`src/rtl/kamacore_pkg.sv`:
```
// Shared core widths and the writeback request payload type.
package kamacore_pkg;

  localparam int CPU_WIDTH      = 32;
  localparam int REG_ADDR_WIDTH = 5;

  typedef struct packed {
    logic [REG_ADDR_WIDTH-1:0] a;
    logic [CPU_WIDTH-1:0]      data;
  } wb_req_t;

  localparam logic [REG_ADDR_WIDTH-1:0] ZERO_REG = '0;

endpackage

```
`src/rtl/kamacore_rr_arbiter.sv`:
```
// Generic round-robin arbiter: one-hot grant searched from ptr, ptr moves past the winner.
module kamacore_rr_arbiter #(
  parameter int N = 3
) (
  input  logic                 clk,
  input  logic                 rst,
  input  logic [N-1:0]         req,
  input  logic                 advance,
  output logic [N-1:0]         gnt,
  output logic [$clog2(N)-1:0] gnt_idx
);

  localparam int IW = $clog2(N);

  logic [IW-1:0] ptr_q, ptr_d;
  logic          found;
  int            k;

  always_comb begin
    gnt     = '0;
    gnt_idx = '0;
    found   = 1'b0;
    k       = 0;
    for (int off = 0; off < N; off++) begin
      k = int'(ptr_q) + off;
      if (k >= N) k = k - N;
      if (!found && req[k]) begin
        found   = 1'b1;
        gnt[k]  = 1'b1;
        gnt_idx = IW'(k);
      end
    end
  end

  always_comb begin
    ptr_d = ptr_q;
    if (advance && found)
      ptr_d = (gnt_idx == IW'(N-1)) ? '0 : gnt_idx + IW'(1);
  end

  always_ff @(posedge clk or negedge rst) begin
    if (!rst) ptr_q <= '0;
    else      ptr_q <= ptr_d;
  end

endmodule

```
`src/rtl/kamacore_writeback_arbiter.sv`:
```
// Shares the register-file write port among NUM_REQ writeback sources through a
// round-robin grant and a one-entry output stage that drains every cycle.
module kamacore_writeback_arbiter
  import kamacore_pkg::*;
#(
  parameter int NUM_REQ = 3
) (
  input  logic                                     clk,
  input  logic                                     rst,
  input  logic [NUM_REQ-1:0]                       req_valid,
  input  logic [NUM_REQ-1:0][REG_ADDR_WIDTH-1:0]   req_a,
  input  logic [NUM_REQ-1:0][CPU_WIDTH-1:0]        req_data,
  output logic [NUM_REQ-1:0]                       req_ready,
  output logic                                     destination_we,
  output logic [REG_ADDR_WIDTH-1:0]                destination_a,
  output logic [CPU_WIDTH-1:0]                     destination_data,
  output logic [$clog2(NUM_REQ)-1:0]               grant_id
);

  localparam int GW = $clog2(NUM_REQ);

  logic [NUM_REQ-1:0] gnt;
  logic [GW-1:0]      gnt_idx;
  logic               grant;
  wb_req_t            req [NUM_REQ];
  wb_req_t            sel;

  logic                      we_q, we_d;
  logic [REG_ADDR_WIDTH-1:0] a_q, a_d;
  logic [CPU_WIDTH-1:0]      data_q, data_d;
  logic [GW-1:0]             gid_q, gid_d;

  // The output stage never stalls, so the pointer may advance on every grant.
  kamacore_rr_arbiter #(.N(NUM_REQ)) u_arb (
    .clk     (clk),
    .rst     (rst),
    .req     (req_valid),
    .advance (1'b1),
    .gnt     (gnt),
    .gnt_idx (gnt_idx)
  );

  for (genvar i = 0; i < NUM_REQ; i++) begin : g_pack
    assign req[i] = '{a: req_a[i], data: req_data[i]};
  end

  assign grant     = |gnt;
  assign req_ready = rst ? gnt : '0;

  always_comb begin
    sel = '0;
    for (int i = 0; i < NUM_REQ; i++)
      if (gnt[i]) sel = req[i];
  end

  // x0 writes are consumed but never reach the register file.
  always_comb begin
    we_d   = 1'b0;
    a_d    = a_q;
    data_d = data_q;
    gid_d  = gid_q;
    if (grant) begin
      we_d   = (sel.a != ZERO_REG);
      a_d    = sel.a;
      data_d = sel.data;
      gid_d  = gnt_idx;
    end
  end

  always_ff @(posedge clk or negedge rst) begin
    if (!rst) begin
      we_q   <= 1'b0;
      a_q    <= '0;
      data_q <= '0;
      gid_q  <= '0;
    end else begin
      we_q   <= we_d;
      a_q    <= a_d;
      data_q <= data_d;
      gid_q  <= gid_d;
    end
  end

  assign destination_we   = we_q;
  assign destination_a    = a_q;
  assign destination_data = data_q;
  assign grant_id         = gid_q;

endmodule

```
`config.mk`:
```
export PLATFORM = sky130hd
export DESIGN_NAME = kamacore_writeback_arbiter
export DESIGN_NICKNAME = d
export VERILOG_FILES = /design/src/rtl/kamacore_pkg.sv /design/src/rtl/kamacore_rr_arbiter.sv /design/src/rtl/kamacore_writeback_arbiter.sv
export SDC_FILE = /design/constraint.sdc
export NUM_CORES = 1
export LEC_CHECK = 0
export CORE_MARGIN = 2
export CORE_UTILIZATION = 36
export DETAILED_ROUTE_END_ITERATION = 6
export PLACE_DENSITY = 0.8
export RECOVER_POWER = 50
export SLEW_MARGIN = 20
export SYNTH_ARGS = -nofsm -noshare
export SYNTH_HDL_FRONTEND = slang
export SYNTH_SLANG_ARGS = --single-unit
export TNS_END_PERCENT = 100
```
`constraint.sdc`:
```
create_clock -name clk -period 3.2 [get_ports clk]
set_clock_uncertainty 0.2 [all_clocks]
set_input_delay 0.64 -clock clk [delete_from_list [all_inputs] [get_ports clk]]
set_output_delay 0.64 -clock clk [all_outputs]
set_load 0.02 [all_outputs]
```
---- Word level (Yosys, flattened, before mapping) ----
Cells that the tools add are included.
storage, ports and cells
  word-level logic and storage cells ...... 65
  bits in read-only memories .............. 0
  bits in latches ......................... 0
  memories kept ........................... 0
  output and inout bits ................... 43
  RAM bits ................................ 0
  register bits after elaboration ......... 42
operators by class
  multiplexer cells ....................... 33
  shifts and indexed selects .............. 0
  magnitude comparators ................... 9
  add/sub/neg operators ................... 6
  multipliers ............................. 0
  divide/modulo/power cells ............... 0
  reduce and logical (&&, ||, !) cells .... 9
  eq/ne operators ......................... 1
  bitwise logic cells ..................... 2
operators with widths
  cell                   number
  $mux 37                3
  $ge 32x1->1 const B    3
  $lt 32x4->1 const B    3
  $mux 32                3
  $ge 32x3->1 const B    2
  $sub 32x3->32 const B  2
  $mux 1                 13
  $mux 3                 4
  $mux 2                 4
  $bmux 1 s2             3
  $demux 1 s2            3
  $or 3x3->3             2
  $logic_and 1x1->1      5
  $reduce_bool 5->1      1
  $add 2x1->3 const B    1
  $add 2x2->3 const B    1
  $reduce_or 3->1        1
  $sub 2x2->3 const B    1
  $add 2x1->2 const B    1
  $eq 2x2->1 const B     1
  $ge 2x2->1 const B     1
  $logic_not 1->1        2

---- Logic depth before layout (Yosys ltp) ----
Gate-level depths: netlist (run 1).
  depth in word-level cells ............... 17
  depth in mapped cells ................... 11
  depth with buffers taken out ............ 9

---- Hierarchy ----
From an unflattened synthesis (run 1), not the netlist that was laid out.
second synthesis, totals
  cell total of the unflattened synthesis .. 245
  area, all modules ....................... 2506.2 um^2
by module, submodules not included
  module                      cells each  sequential area each (um^2)  instances  area each (um^2)
  kamacore_writeback_arbiter  194         1001.0                       1          2108.3
  kamacore_rr_arbiter         51          50.0                         1          397.9

---- Worst setup path before layout (run 1) ----
OpenSTA, ideal clock, no wires.
  kind .................................... register to output
  start point ............................. register u_arb.ptr_q[0]
  end point ............................... output req_ready[1]
  stages on the path, launching flop included .. 10
  arrival time ............................ 2.083 ns
  buffers on the path ..................... 3
  path slack .............................. 0.277 ns
  path through ............................ dfrtp_1 > inv_1 > ha_1 > clkbuf_1 > nor4bb_1 > o31a_1 > mux2i_4 > buf_6 > buf_2 > nor2b_1
on the way
  longest elaborated chain between the ends .. 13
ends and longest elaborated chain
  item                                                    RTL line                          RTL
  start, declared                                         kamacore_rr_arbiter.sv:15         logic [IW-1:0] ptr_q, ptr_d;
  start signal, assigned                                  kamacore_rr_arbiter.sv:43         else ptr_q <= ptr_d;
  branches (longest 11 deep; another with $sub 32x3->32)  -
  $mux 3 *                                                kamacore_rr_arbiter.sv:27         if (!found && req[k]) begin
  $mux 3 *                                                kamacore_writeback_arbiter.sv:48  assign req_ready = rst ? gnt : '0;
  end, declared                                           kamacore_writeback_arbiter.sv:13  output logic [NUM_REQ-1:0] req_ready,
Every way passes the cells marked *. The select of a mux whose other input is x is not followed.

---- Worst setup path after layout (run 1) ----
  start point ............................. input req_valid[1]
  end point ............................... output req_ready[0]
on the way
  longest elaborated chain between the ends .. 11
ends and longest elaborated chain
  item                                        RTL line                          RTL
  start, declared                             kamacore_writeback_arbiter.sv:10  input logic [NUM_REQ-1:0] req_valid,
  $bmux 1 s2                                  kamacore_rr_arbiter.sv:27
  $mux 1 (implied by the code) (2 in series)  kamacore_rr_arbiter.sv:27
  $mux 1                                      kamacore_rr_arbiter.sv:27
  $logic_not 1->1                             kamacore_rr_arbiter.sv:27
  $logic_and 1x1->1                           kamacore_rr_arbiter.sv:27
  $mux 1                                      kamacore_rr_arbiter.sv:27
  $logic_not 1->1                             kamacore_rr_arbiter.sv:27
  $logic_and 1x1->1                           kamacore_rr_arbiter.sv:27
  $mux 3 *                                    kamacore_rr_arbiter.sv:27
  $mux 3 *                                    kamacore_writeback_arbiter.sv:48
Mark *: on every way between the ends. The rest lies on a longest branch, timed or not. The select of a mux whose other input is x is not followed.

==> report_table.html, run 1 <==
<table>
<tr><th>Metric</th><th>Value</th></tr>
<tr><th colspan="2">Pwr</th></tr>
<tr><td>P per Cell Area</td><td>1200 nW/um^2</td></tr>
<tr><td>Total leakage power</td><td>around 1.7 nW</td></tr>
<tr><td>Maximum vdd ir drop</td><td>0.661 mV</td></tr>
<tr><td>Total power</td><td>5.03 mW</td></tr>
<tr><th colspan="2">Routing</th></tr>
<tr><td>Wire per inst</td><td>16.7 um</td></tr>
<tr><td>Vias after detailed routing</td><td>2751</td></tr>
<tr><td>Top Layer Used</td><td>met4</td></tr>
<tr><td>Detailed-route vias per instance</td><td>5.51</td></tr>
<tr><td>Count of nets left with antenna violations after detail routing</td><td>0</td></tr>
<tr><td>Met2 routed wirelength</td><td>4280 um</td></tr>
<tr><td>Residual DRC</td><td>0</td></tr>
<tr><td>Routed wl met3</td><td>roughly 560 um</td></tr>
<tr><td>Detailed-routing iteration count for the pre-antenna-repair pass</td><td>4</td></tr>
<tr><td>DRC violation total after the first TritonRoute iteration</td><td>about 140</td></tr>
<tr><td>Total length of routed wires</td><td>8310 um</td></tr>
<tr><td>Met1 routed wirelength after detailed routing</td><td>3290 um</td></tr>
<tr><th colspan="2">Clocking</th></tr>
<tr><td>CTS tree</td><td>yes</td></tr>
<tr><td>H-tree depth reported by CTS</td><td>2</td></tr>
<tr><td>Later-pin clock latency in the skew report</td><td>roughly 0.29 ns</td></tr>
<tr><td>Count of clock tree sinks</td><td>42</td></tr>
<tr><td>CTS clk-pin slew, worst paths</td><td>0.09 ns</td></tr>
<tr><td>Max Root-Sink Buffers</td><td>2</td></tr>
<tr><td>Clock Root Buffer</td><td>sky130_fd_sc_hd__clkbuf_8</td></tr>
<tr><td>Inserted Clock Buffers</td><td>5</td></tr>
<tr><th colspan="2">Cells and area</th></tr>
<tr><td>Design area</td><td>~4200 um^2</td></tr>
<tr><td>Ratio of cells with drive above 1 in the final layout</td><td>between 10% and 20%</td></tr>
<tr><td>Area added between synthesis and finish</td><td>78.5%</td></tr>
<tr><td>Number of nets in the layout</td><td>~540</td></tr>
<tr><td>Footprint of the multi-input gates</td><td>between 1000 and 1500 um^2</td></tr>
<tr><td>Util after Layout</td><td>around two thirds</td></tr>
<tr><td>Filler cells</td><td>slightly above 500</td></tr>
<tr><td>Antenna Cells</td><td>0</td></tr>
<tr><td>Sequential Area</td><td>about 1100 um^2</td></tr>
<tr><th colspan="2">Timing</th></tr>
<tr><td>Number of max-slew violations in the final report</td><td>0</td></tr>
<tr><td>Peak clock frequency supported by timing</td><td>approximately 330 MHz</td></tr>
<tr><td>Final worst path period share</td><td>a little over nine tenths</td></tr>
<tr><td>Setup violation total in the final timing report</td><td>0</td></tr>
<tr><td>Min cycle time layout</td><td>~3.0 ns</td></tr>
<tr><td>Transition at the pin with the smallest max-transition slack</td><td>approximately 0.78 ns</td></tr>
<tr><td>Unrepaired setup endpoints after global routing</td><td>no</td></tr>
<tr><td>Relative max-transition margin</td><td>between 40% and 50%</td></tr>
<tr><td>Final sum of negative setup slack</td><td>0 ns</td></tr>
<tr><td>Setup slack of the critical path after layout</td><td>about 0.16 ns</td></tr>
<tr><td>Total count of hold-check failures in the final report</td><td>0</td></tr>
<tr><th colspan="2">Synth</th></tr>
<tr><td>Post-synthesis share of cell area spent on and, or, nand and nor gates</td><td>10.2%</td></tr>
<tr><td>Mapped Nets</td><td>370</td></tr>
<tr><td>Cell count after synthesis</td><td>between 200 and 300</td></tr>
<tr><td>Sequential element share of the synthesized area</td><td>between 40% and 50%</td></tr>
<tr><td>Warning count from the yosys run</td><td>0</td></tr>
<tr><td>Flip-flop and latch count after synthesis</td><td>42</td></tr>
<tr><td>Synthesized-area fraction occupied by ao, oa, aoi and oai cells</td><td>between 30% and 40%</td></tr>
<tr><td>Distinct cell type count of the synthesized netlist</td><td>39</td></tr>
<tr><td>XOR/XNOR share of the synthesized area</td><td>0%</td></tr>
<tr><td>Main combinational cell family by area after synthesis</td><td>compound AO/OA/AOI/OAI gates</td></tr>
<tr><td>Avg Inst Size Synth</td><td>between 9 and 10 um^2</td></tr>
<tr><td>Arithmetic-cell share of the synthesized area counting full adders, half adders and majority gates</td><td>roughly 2.1%</td></tr>
<tr><td>Mux share of post-synthesis cell area</td><td>between 2 and 2.5%</td></tr>
<tr><td>Area of the mapped netlist</td><td>roughly 2400 um^2</td></tr>
<tr><th colspan="2">Worst setup path</th></tr>
<tr><td>Gate family responsible for the most delay along the worst path</td><td>buffers and inverters</td></tr>
<tr><td>Master of the slowest instance on the critical path</td><td>sky130_fd_sc_hd__clkdlybuf4s50_1</td></tr>
<tr><td>Worst reg-to-reg path cell count</td><td>10</td></tr>
<tr><td>Required time of the critical path</td><td>2.36 ns</td></tr>
<tr><td>Stage delay of the slowest cell on the critical path</td><td>around 0.53 ns</td></tr>
<tr><td>Arrival time reported for the critical path endpoint</td><td>2.20 ns</td></tr>
<tr><td>Critical path, cell by cell</td><td>clkdlybuf4s50_1, nor2b_4, mux2_2, o21a_1, nor2_2, nor2b_1, clkbuf_2</td></tr>
<tr><td>Largest fanout on the critical path</td><td>4</td></tr>
<tr><td>Number of buffer and inverter instances along the worst setup path</td><td>2</td></tr>
<tr><td>Critical path capture point type</td><td>primary output</td></tr>
<tr><td>Startpoint kind of the worst setup timing path</td><td>primary input</td></tr>
<tr><td>Number of cells on the critical path</td><td>7</td></tr>
<tr><td>Startpoint-to-endpoint class of the critical path</td><td>in -&gt; out</td></tr>
<tr><th colspan="2">Place</th></tr>
<tr><td>Area of placed instances</td><td>4080 um^2</td></tr>
<tr><td>Hpwl dp</td><td>approximately 6300 um</td></tr>
<tr><td>Routability Congestion</td><td>around 0.84</td></tr>
<tr><td>Post-placement setup slack</td><td>-0.345 ns</td></tr>
<tr><td>Port-buffer cells</td><td>approximately 160</td></tr>
<tr><th colspan="2">Floorplan</th></tr>
<tr><td>Die width</td><td>around 85 um</td></tr>
<tr><td>Area of the core</td><td>between 6000 and 7000 um^2</td></tr>
<tr><td>Site row count</td><td>29</td></tr>
<tr><td>Top-Level Pins</td><td>~160</td></tr>
<tr><td>Die Area</td><td>around 7200 um^2</td></tr>
<tr><td>Die H</td><td>84.9 um</td></tr>
<tr><td>Initial standard-cell utilization of the core</td><td>a little under two fifths</td></tr>
<tr><th colspan="2">Global route</th></tr>
<tr><td>Largest net degree at the start of global routing</td><td>41</td></tr>
<tr><td>Antenna violations before repair</td><td>0</td></tr>
<tr><td>Number of global-route vias before repair</td><td>2943</td></tr>
<tr><td>First-pass GRT wire length</td><td>between 10000 and 15000 um</td></tr>
<tr><td>Total track usage</td><td>22.7%</td></tr>
<tr><td>GRT Residual Overflow</td><td>0</td></tr>
<tr><th colspan="2">Flow run</th></tr>
<tr><td>Total of max-cap violations</td><td>0</td></tr>
<tr><th colspan="2">Min path</th></tr>
<tr><td>Instance count along the most critical hold path</td><td>1</td></tr>
<tr><td>Type of the tightest min-delay check</td><td>reg -&gt; reg</td></tr>
<tr><th colspan="2">Run status</th></tr>
<tr><td>Result of the run</td><td>finished, final reports clean</td></tr>
</table>
-- path summary, 6_finish.rpt --
check                                       end        startpoint  slack, ns
setup / recovery                   req_ready[0]      req_valid[1]       0.16
hold / removal                 destination_a[0]  destination_a[0]       0.27
setup reg to reg           destination_data[22]    u_arb.ptr_q[0]       0.25
hold reg to reg                destination_a[0]  destination_a[0]       0.27
max in group asynchronous   destination_data[7]               rst       0.96
min in group asynchronous        destination_we               rst       0.69
-- worst reg2reg max path: stages, from the launching register on --
cell	delay (ns)
sky130_fd_sc_hd__dfrtp_1	0.43
sky130_fd_sc_hd__inv_1	0.10
sky130_fd_sc_hd__ha_1	0.34
sky130_fd_sc_hd__nor2b_1	0.14
sky130_fd_sc_hd__o31a_1	0.34
sky130_fd_sc_hd__mux2i_4	0.15
sky130_fd_sc_hd__buf_4	0.41
sky130_fd_sc_hd__o21ai_4	0.20
sky130_fd_sc_hd__buf_4	0.24
sky130_fd_sc_hd__o22ai_1	0.16
sky130_fd_sc_hd__a21oi_1	0.10
-- cells in the final DEF (no fill, tap or decap), types with 2 or more instances in the layout --
cell type,instances
sky130_fd_sc_hd__a21o_1,2
sky130_fd_sc_hd__a21oi_1,34
sky130_fd_sc_hd__a22o_1,2
sky130_fd_sc_hd__buf_4,26
sky130_fd_sc_hd__clkbuf_1,2
sky130_fd_sc_hd__clkbuf_2,4
sky130_fd_sc_hd__clkbuf_8,5
sky130_fd_sc_hd__clkdlybuf4s50_1,132
sky130_fd_sc_hd__dfrtp_1,42
sky130_fd_sc_hd__dlygate4sd3_1,22
sky130_fd_sc_hd__ha_1,2
sky130_fd_sc_hd__inv_1,8
sky130_fd_sc_hd__mux2_2,2
sky130_fd_sc_hd__nand2_1,15
sky130_fd_sc_hd__nand3b_1,4
sky130_fd_sc_hd__nor2_1,6
sky130_fd_sc_hd__nor2b_1,6
sky130_fd_sc_hd__nor4bb_1,2
sky130_fd_sc_hd__o211ai_1,4
sky130_fd_sc_hd__o21ai_0,7
sky130_fd_sc_hd__o221ai_1,3
sky130_fd_sc_hd__o22ai_1,66
-- registers in the layout, summed over array words and instances, names as in the netlist --
register and cells:
destination_a 5, destination_data 32, u_arb.ptr_q 2, grant_id 2, destination_we 1
-- layout make-up --
type | count | share of cell area (%)
timing repair buffer | 187 | 42.2
multi-input combinational | 177 | 27.6
sequential | 42 | 25.0
tap | 77 | 2.29
clock buffer | 5 | 1.64
inverter | 8 | 0.715
clock inverter | 3 | 0.506
-- logic make-up after synthesis --
logic type | Yosys count
AO/OA/AOI/OAI | 126
AND/OR/NAND/NOR | 43
flip-flops | 42
buffers and inverters | 31
multiplexers | 4
adder cells (fa/ha/maj) | 4
-- synth_stat cells --
master,number,share of area (%)
sky130_fd_sc_hd__nor2_1,6,0.96
sky130_fd_sc_hd__nor2_2,1,0.27
sky130_fd_sc_hd__buf_6,2,0.96
sky130_fd_sc_hd__buf_4,9,2.9
sky130_fd_sc_hd__or2_2,1,0.27
sky130_fd_sc_hd__dfrtp_1,42,45
sky130_fd_sc_hd__nand4_1,1,0.27
sky130_fd_sc_hd__a21oi_1,34,7.2
sky130_fd_sc_hd__o21ai_4,1,0.69
sky130_fd_sc_hd__or3b_1,1,0.37
sky130_fd_sc_hd__o21ai_0,7,1.5
sky130_fd_sc_hd__nand2_1,15,2.4
sky130_fd_sc_hd__nand3_2,1,0.43
sky130_fd_sc_hd__and2_1,1,0.27
sky130_fd_sc_hd__ha_1,4,2.1
sky130_fd_sc_hd__a211oi_1,1,0.32
sky130_fd_sc_hd__a31oi_1,1,0.27
sky130_fd_sc_hd__nor4bb_1,2,0.85
sky130_fd_sc_hd__inv_1,8,1.3
sky130_fd_sc_hd__mux2_2,2,0.96
sky130_fd_sc_hd__and3b_1,1,0.37
sky130_fd_sc_hd__o21ai_2,1,0.37
sky130_fd_sc_hd__and3_1,1,0.27
sky130_fd_sc_hd__o211ai_1,4,1.3
sky130_fd_sc_hd__a22o_1,2,0.74
sky130_fd_sc_hd__o22ai_1,66,18
sky130_fd_sc_hd__o31a_1,1,0.37
sky130_fd_sc_hd__o221ai_1,3,1.1
sky130_fd_sc_hd__a31o_2,1,0.37
sky130_fd_sc_hd__mux2i_1,1,0.43
sky130_fd_sc_hd__nor2b_1,7,1.9
sky130_fd_sc_hd__a21o_1,2,0.64
sky130_fd_sc_hd__buf_2,8,1.7
sky130_fd_sc_hd__clkbuf_1,4,0.64
sky130_fd_sc_hd__a211oi_2,1,0.53
sky130_fd_sc_hd__nand3b_1,4,1.3
sky130_fd_sc_hd__o21a_1,1,0.32
sky130_fd_sc_hd__mux2i_4,1,0.96
sky130_fd_sc_hd__nor3b_1,1,0.32
-- per-layer routing --
layer / global-route usage, % / vias to the layer above
li1: - / 1313
met1: 25.9 / 1301
met2: 41.4 / 121
met3: 6.23 / 16
met4: 6.93 / 0
met5: 0 / -
-- power breakdown --
group | switching [mW] | total, mW | internal, mW
combinational | 2.07 | 3.70 | 1.63
clock | 0.191 | 0.344 | 0.153
sequential | 0.141 | 0.989 | 0.848
-- repair_timing --
action	in CTS	in global routing
hold buffers	1	0
setup endpoints to repair	3	3
resized for setup	10	7
hold endpoints to repair	5	0
buffers inserted	0	1
pin swaps	0	1
-- through the flow --
step                      std cells  hold slack (ns)
after floorplan                 250            0.144
after global placement          489            0.261
after detailed placement        489            0.265
after CTS                       498            0.285
after global routing            499            0.302
final                           499            0.275
No activity file was read; power rests on OpenSTA's default activity.
==> inputs of run 2 (changes only) <==
Settings changed: SKIP_LAST_GASP set to 1.
==> run 2 against run 1 <==
Against the previous run: first-iteration DRC count increased by 2.1%; critical path depth unchanged; total power decreased by 0.42%; sequential power about the same; clock-buffer cell count unchanged; setup slack improved by 0.00084 ns; maximum frequency about the same; die area unchanged; hold slack about the same; core utilization decreased by 0.099 points; final area decreased by 0.15%; critical path type unchanged; largest cell class unchanged.
==> report_table.html, run 2 (synthesis gave the netlist of run 1 again) <==
<table>
<tr><th>Metric</th><th>Value</th></tr>
<tr><th colspan="2">Pwr</th></tr>
<tr><td>Total leakage power</td><td>about 1.7 nW</td></tr>
<tr><td>Total power</td><td>about 5 mW</td></tr>
<tr><td>P per Cell Area</td><td>around 1200 nW/um^2</td></tr>
<tr><td>Maximum vdd ir drop</td><td>roughly 0.66 mV</td></tr>
<tr><th colspan="2">Min path</th></tr>
<tr><td>Type of the tightest min-delay check</td><td>reg -&gt; reg</td></tr>
<tr><td>Instance count along the most critical hold path</td><td>1</td></tr>
<tr><th colspan="2">Cells and area</th></tr>
<tr><td>Most frequent cells in the layout</td><td>132 x sky130_fd_sc_hd__clkdlybuf4s50_1, 66 x sky130_fd_sc_hd__o22ai_1, 42 x sky130_fd_sc_hd__dfrtp_1, 34 x sky130_fd_sc_hd__a21oi_1, 25 x sky130_fd_sc_hd__buf_4</td></tr>
<tr><td>Most common cell after layout, fill and taps aside</td><td>sky130_fd_sc_hd__clkdlybuf4s50_1</td></tr>
<tr><td>Ratio of cells with drive above 1 in the final layout</td><td>about an eighth</td></tr>
<tr><td>Number of nets in the layout</td><td>540</td></tr>
<tr><td>Largest register FFs</td><td>32</td></tr>
<tr><td>Design area</td><td>about 4200 um^2</td></tr>
<tr><td>Antenna Cells</td><td>0</td></tr>
<tr><td>Util after Layout</td><td>about two thirds</td></tr>
<tr><td>Filler cells</td><td>between 500 and 600</td></tr>
<tr><td>Finished Layout Cells</td><td>498</td></tr>
<tr><td>Area added between synthesis and finish</td><td>78.2%</td></tr>
<tr><th colspan="2">Worst setup path</th></tr>
<tr><td>Critical path capture point type</td><td>primary output</td></tr>
<tr><td>Required time of the critical path</td><td>2.36 ns</td></tr>
<tr><td>Startpoint-to-endpoint class of the critical path</td><td>in -&gt; out</td></tr>
<tr><td>Largest fanout on the critical path</td><td>4</td></tr>
<tr><td>Worst reg-to-reg path cell count</td><td>10</td></tr>
<tr><td>Master of the slowest instance on the critical path</td><td>sky130_fd_sc_hd__clkdlybuf4s50_1</td></tr>
<tr><td>Stage delay of the slowest cell on the critical path</td><td>~0.53 ns</td></tr>
<tr><td>Critical path, cell by cell</td><td>clkdlybuf4s50_1, nor2b_4, mux2_2, o21a_1, nor2_2, nor2b_1, clkbuf_2</td></tr>
<tr><td>Startpoint kind of the worst setup timing path</td><td>primary input</td></tr>
<tr><td>Arrival time reported for the critical path endpoint</td><td>around 2.2 ns</td></tr>
<tr><th colspan="2">Global route</th></tr>
<tr><td>Antenna violations before repair</td><td>0</td></tr>
<tr><td>Number of global-route vias before repair</td><td>between 2000 and 3000</td></tr>
<tr><td>Largest net degree at the start of global routing</td><td>41</td></tr>
<tr><td>First-pass GRT wire length</td><td>13400 um</td></tr>
<tr><td>GRT Residual Overflow</td><td>0</td></tr>
<tr><td>Total track usage</td><td>between 20 and 25%</td></tr>
<tr><th colspan="2">Routing</th></tr>
<tr><td>Detailed-routing iteration count for the pre-antenna-repair pass</td><td>4</td></tr>
<tr><td>DRC violation total after the first TritonRoute iteration</td><td>between 100 and 150</td></tr>
<tr><td>Detailed-route vias per instance</td><td>roughly 5.5</td></tr>
<tr><td>Count of nets left with antenna violations after detail routing</td><td>0</td></tr>
<tr><td>Vias after detailed routing</td><td>about 2700</td></tr>
<tr><td>Wire per inst</td><td>16.6 um</td></tr>
<tr><td>Total length of routed wires</td><td>roughly 8300 um</td></tr>
<tr><td>Residual DRC</td><td>0</td></tr>
<tr><th colspan="2">Floorplan</th></tr>
<tr><td>Die width</td><td>84.9 um</td></tr>
<tr><td>Site row count</td><td>29</td></tr>
<tr><td>Die H</td><td>84.9 um</td></tr>
<tr><td>Die Area</td><td>a little over 7000 um^2</td></tr>
<tr><td>Area of the core</td><td>~6300 um^2</td></tr>
<tr><td>Initial standard-cell utilization of the core</td><td>a little under two fifths</td></tr>
<tr><td>Top-Level Pins</td><td>between 150 and 200</td></tr>
<tr><th colspan="2">Clocking</th></tr>
<tr><td>Post-CTS setup-driven buffer insertion count</td><td>0</td></tr>
<tr><td>Max Root-Sink Buffers</td><td>2</td></tr>
<tr><td>CTS clk-pin slew, worst paths</td><td>0.09 ns</td></tr>
<tr><td>CTS tree</td><td>yes</td></tr>
<tr><td>H-tree depth reported by CTS</td><td>2</td></tr>
<tr><td>Clock Root Buffer</td><td>sky130_fd_sc_hd__clkbuf_8</td></tr>
<tr><td>Count of clock tree sinks</td><td>42</td></tr>
<tr><td>Later-pin clock latency in the skew report</td><td>0.29 ns</td></tr>
<tr><td>Inserted Clock Buffers</td><td>5</td></tr>
<tr><th colspan="2">Timing</th></tr>
<tr><td>Final worst path period share</td><td>95.0%</td></tr>
<tr><td>Transition at the pin with the smallest max-transition slack</td><td>around 0.8 ns</td></tr>
<tr><td>Relative max-transition margin</td><td>roughly 48%</td></tr>
<tr><td>Peak clock frequency supported by timing</td><td>~330 MHz</td></tr>
<tr><td>Min cycle time layout</td><td>3.04 ns</td></tr>
<tr><td>Final worst hold slack</td><td>roughly 0.27 ns</td></tr>
<tr><td>Setup violation total in the final timing report</td><td>0</td></tr>
<tr><td>Total count of hold-check failures in the final report</td><td>0</td></tr>
<tr><td>Final sum of negative setup slack</td><td>0 ns</td></tr>
<tr><td>Unrepaired setup endpoints after global routing</td><td>no</td></tr>
<tr><td>Number of max-slew violations in the final report</td><td>0</td></tr>
<tr><td>Setup slack of the critical path after layout</td><td>around 0.16 ns</td></tr>
<tr><th colspan="2">Place</th></tr>
<tr><td>Hpwl dp</td><td>between 6000 and 7000 um</td></tr>
<tr><td>Post-placement setup slack</td><td>-0.345 ns</td></tr>
<tr><td>Area of placed instances</td><td>between 4000 and 5000 um^2</td></tr>
<tr><td>Number of placed instances, taps included</td><td>489</td></tr>
<tr><td>Routability Congestion</td><td>between 0.8 and 0.9</td></tr>
<tr><td>Port-buffer cells</td><td>between 150 and 200</td></tr>
<tr><th colspan="2">Run status</th></tr>
<tr><td>Result of the run</td><td>finished, final reports clean</td></tr>
<tr><th colspan="2">Flow run</th></tr>
<tr><td>Total of max-cap violations</td><td>0</td></tr>
</table>
## run 2: cell types whose count changed in the layout (fill, tap and decap cells not counted), sizes merged
| cell | delta |
|---|---|
| clkbuf | -1 |
| buf | -1 |
| dlymetal6s2s | +1 |
## run 2: where the power goes
group          internal, mW  switching (mW)  total, mW
Sequential            0.848           0.142      0.990
Combinational          1.62            2.06       3.68
Clock                 0.153           0.191      0.345
Total                  2.62            2.39       5.01
## run 2: cell type report
cell class	count	area, um^2	share of cell area (%)
timing repair buffer	186	1770	42.3
inverter	8	30.0	0.716
tap	77	96.3	2.30
clock buffer	5	68.8	1.64
multi-input combinational	177	1150	27.5
clock inverter	3	21.3	0.507
sequential	42	1050	25.1
## run 2: path summary, 6_finish.rpt
| kind | from | endpoint | slack [ns] |
|---|---|---|---|
| min | destination_a[0] | destination_a[0] | 0.27 |
| min in group asynchronous | rst | destination_we | 0.68 |
| max in group asynchronous | rst | destination_data[7] | 0.97 |
| max reg2reg | u_arb.ptr_q[0] | destination_data[6] | 0.25 |
| max | req_valid[1] | req_ready[0] | 0.16 |
| min reg2reg | destination_a[0] | destination_a[0] | 0.27 |
## run 2: routing by layer
metal / track usage [%] / share of wire (%)
met2: 41.4 / 51
met4: 6.93 / 2.2
met1: 26.0 / 40
met5: 0 / 0
met3: 6.23 / 6.7
## run 2: repair_timing
item | in CTS | in global routing
gates resized for setup | 7 | 7
hold endpoints to repair | 5 | 0
setup endpoints to repair | 3 | 3
hold buffers | 1 | 0
## run 2: critical path: cells and delay by family
family | cells | cell delay, ns
AOI/OAI and AO/OA | 1 | 0.19
buffers and inverters | 2 | 0.68
muxes | 1 | 0.33
and+or+nand+nor | 3 | 0.35
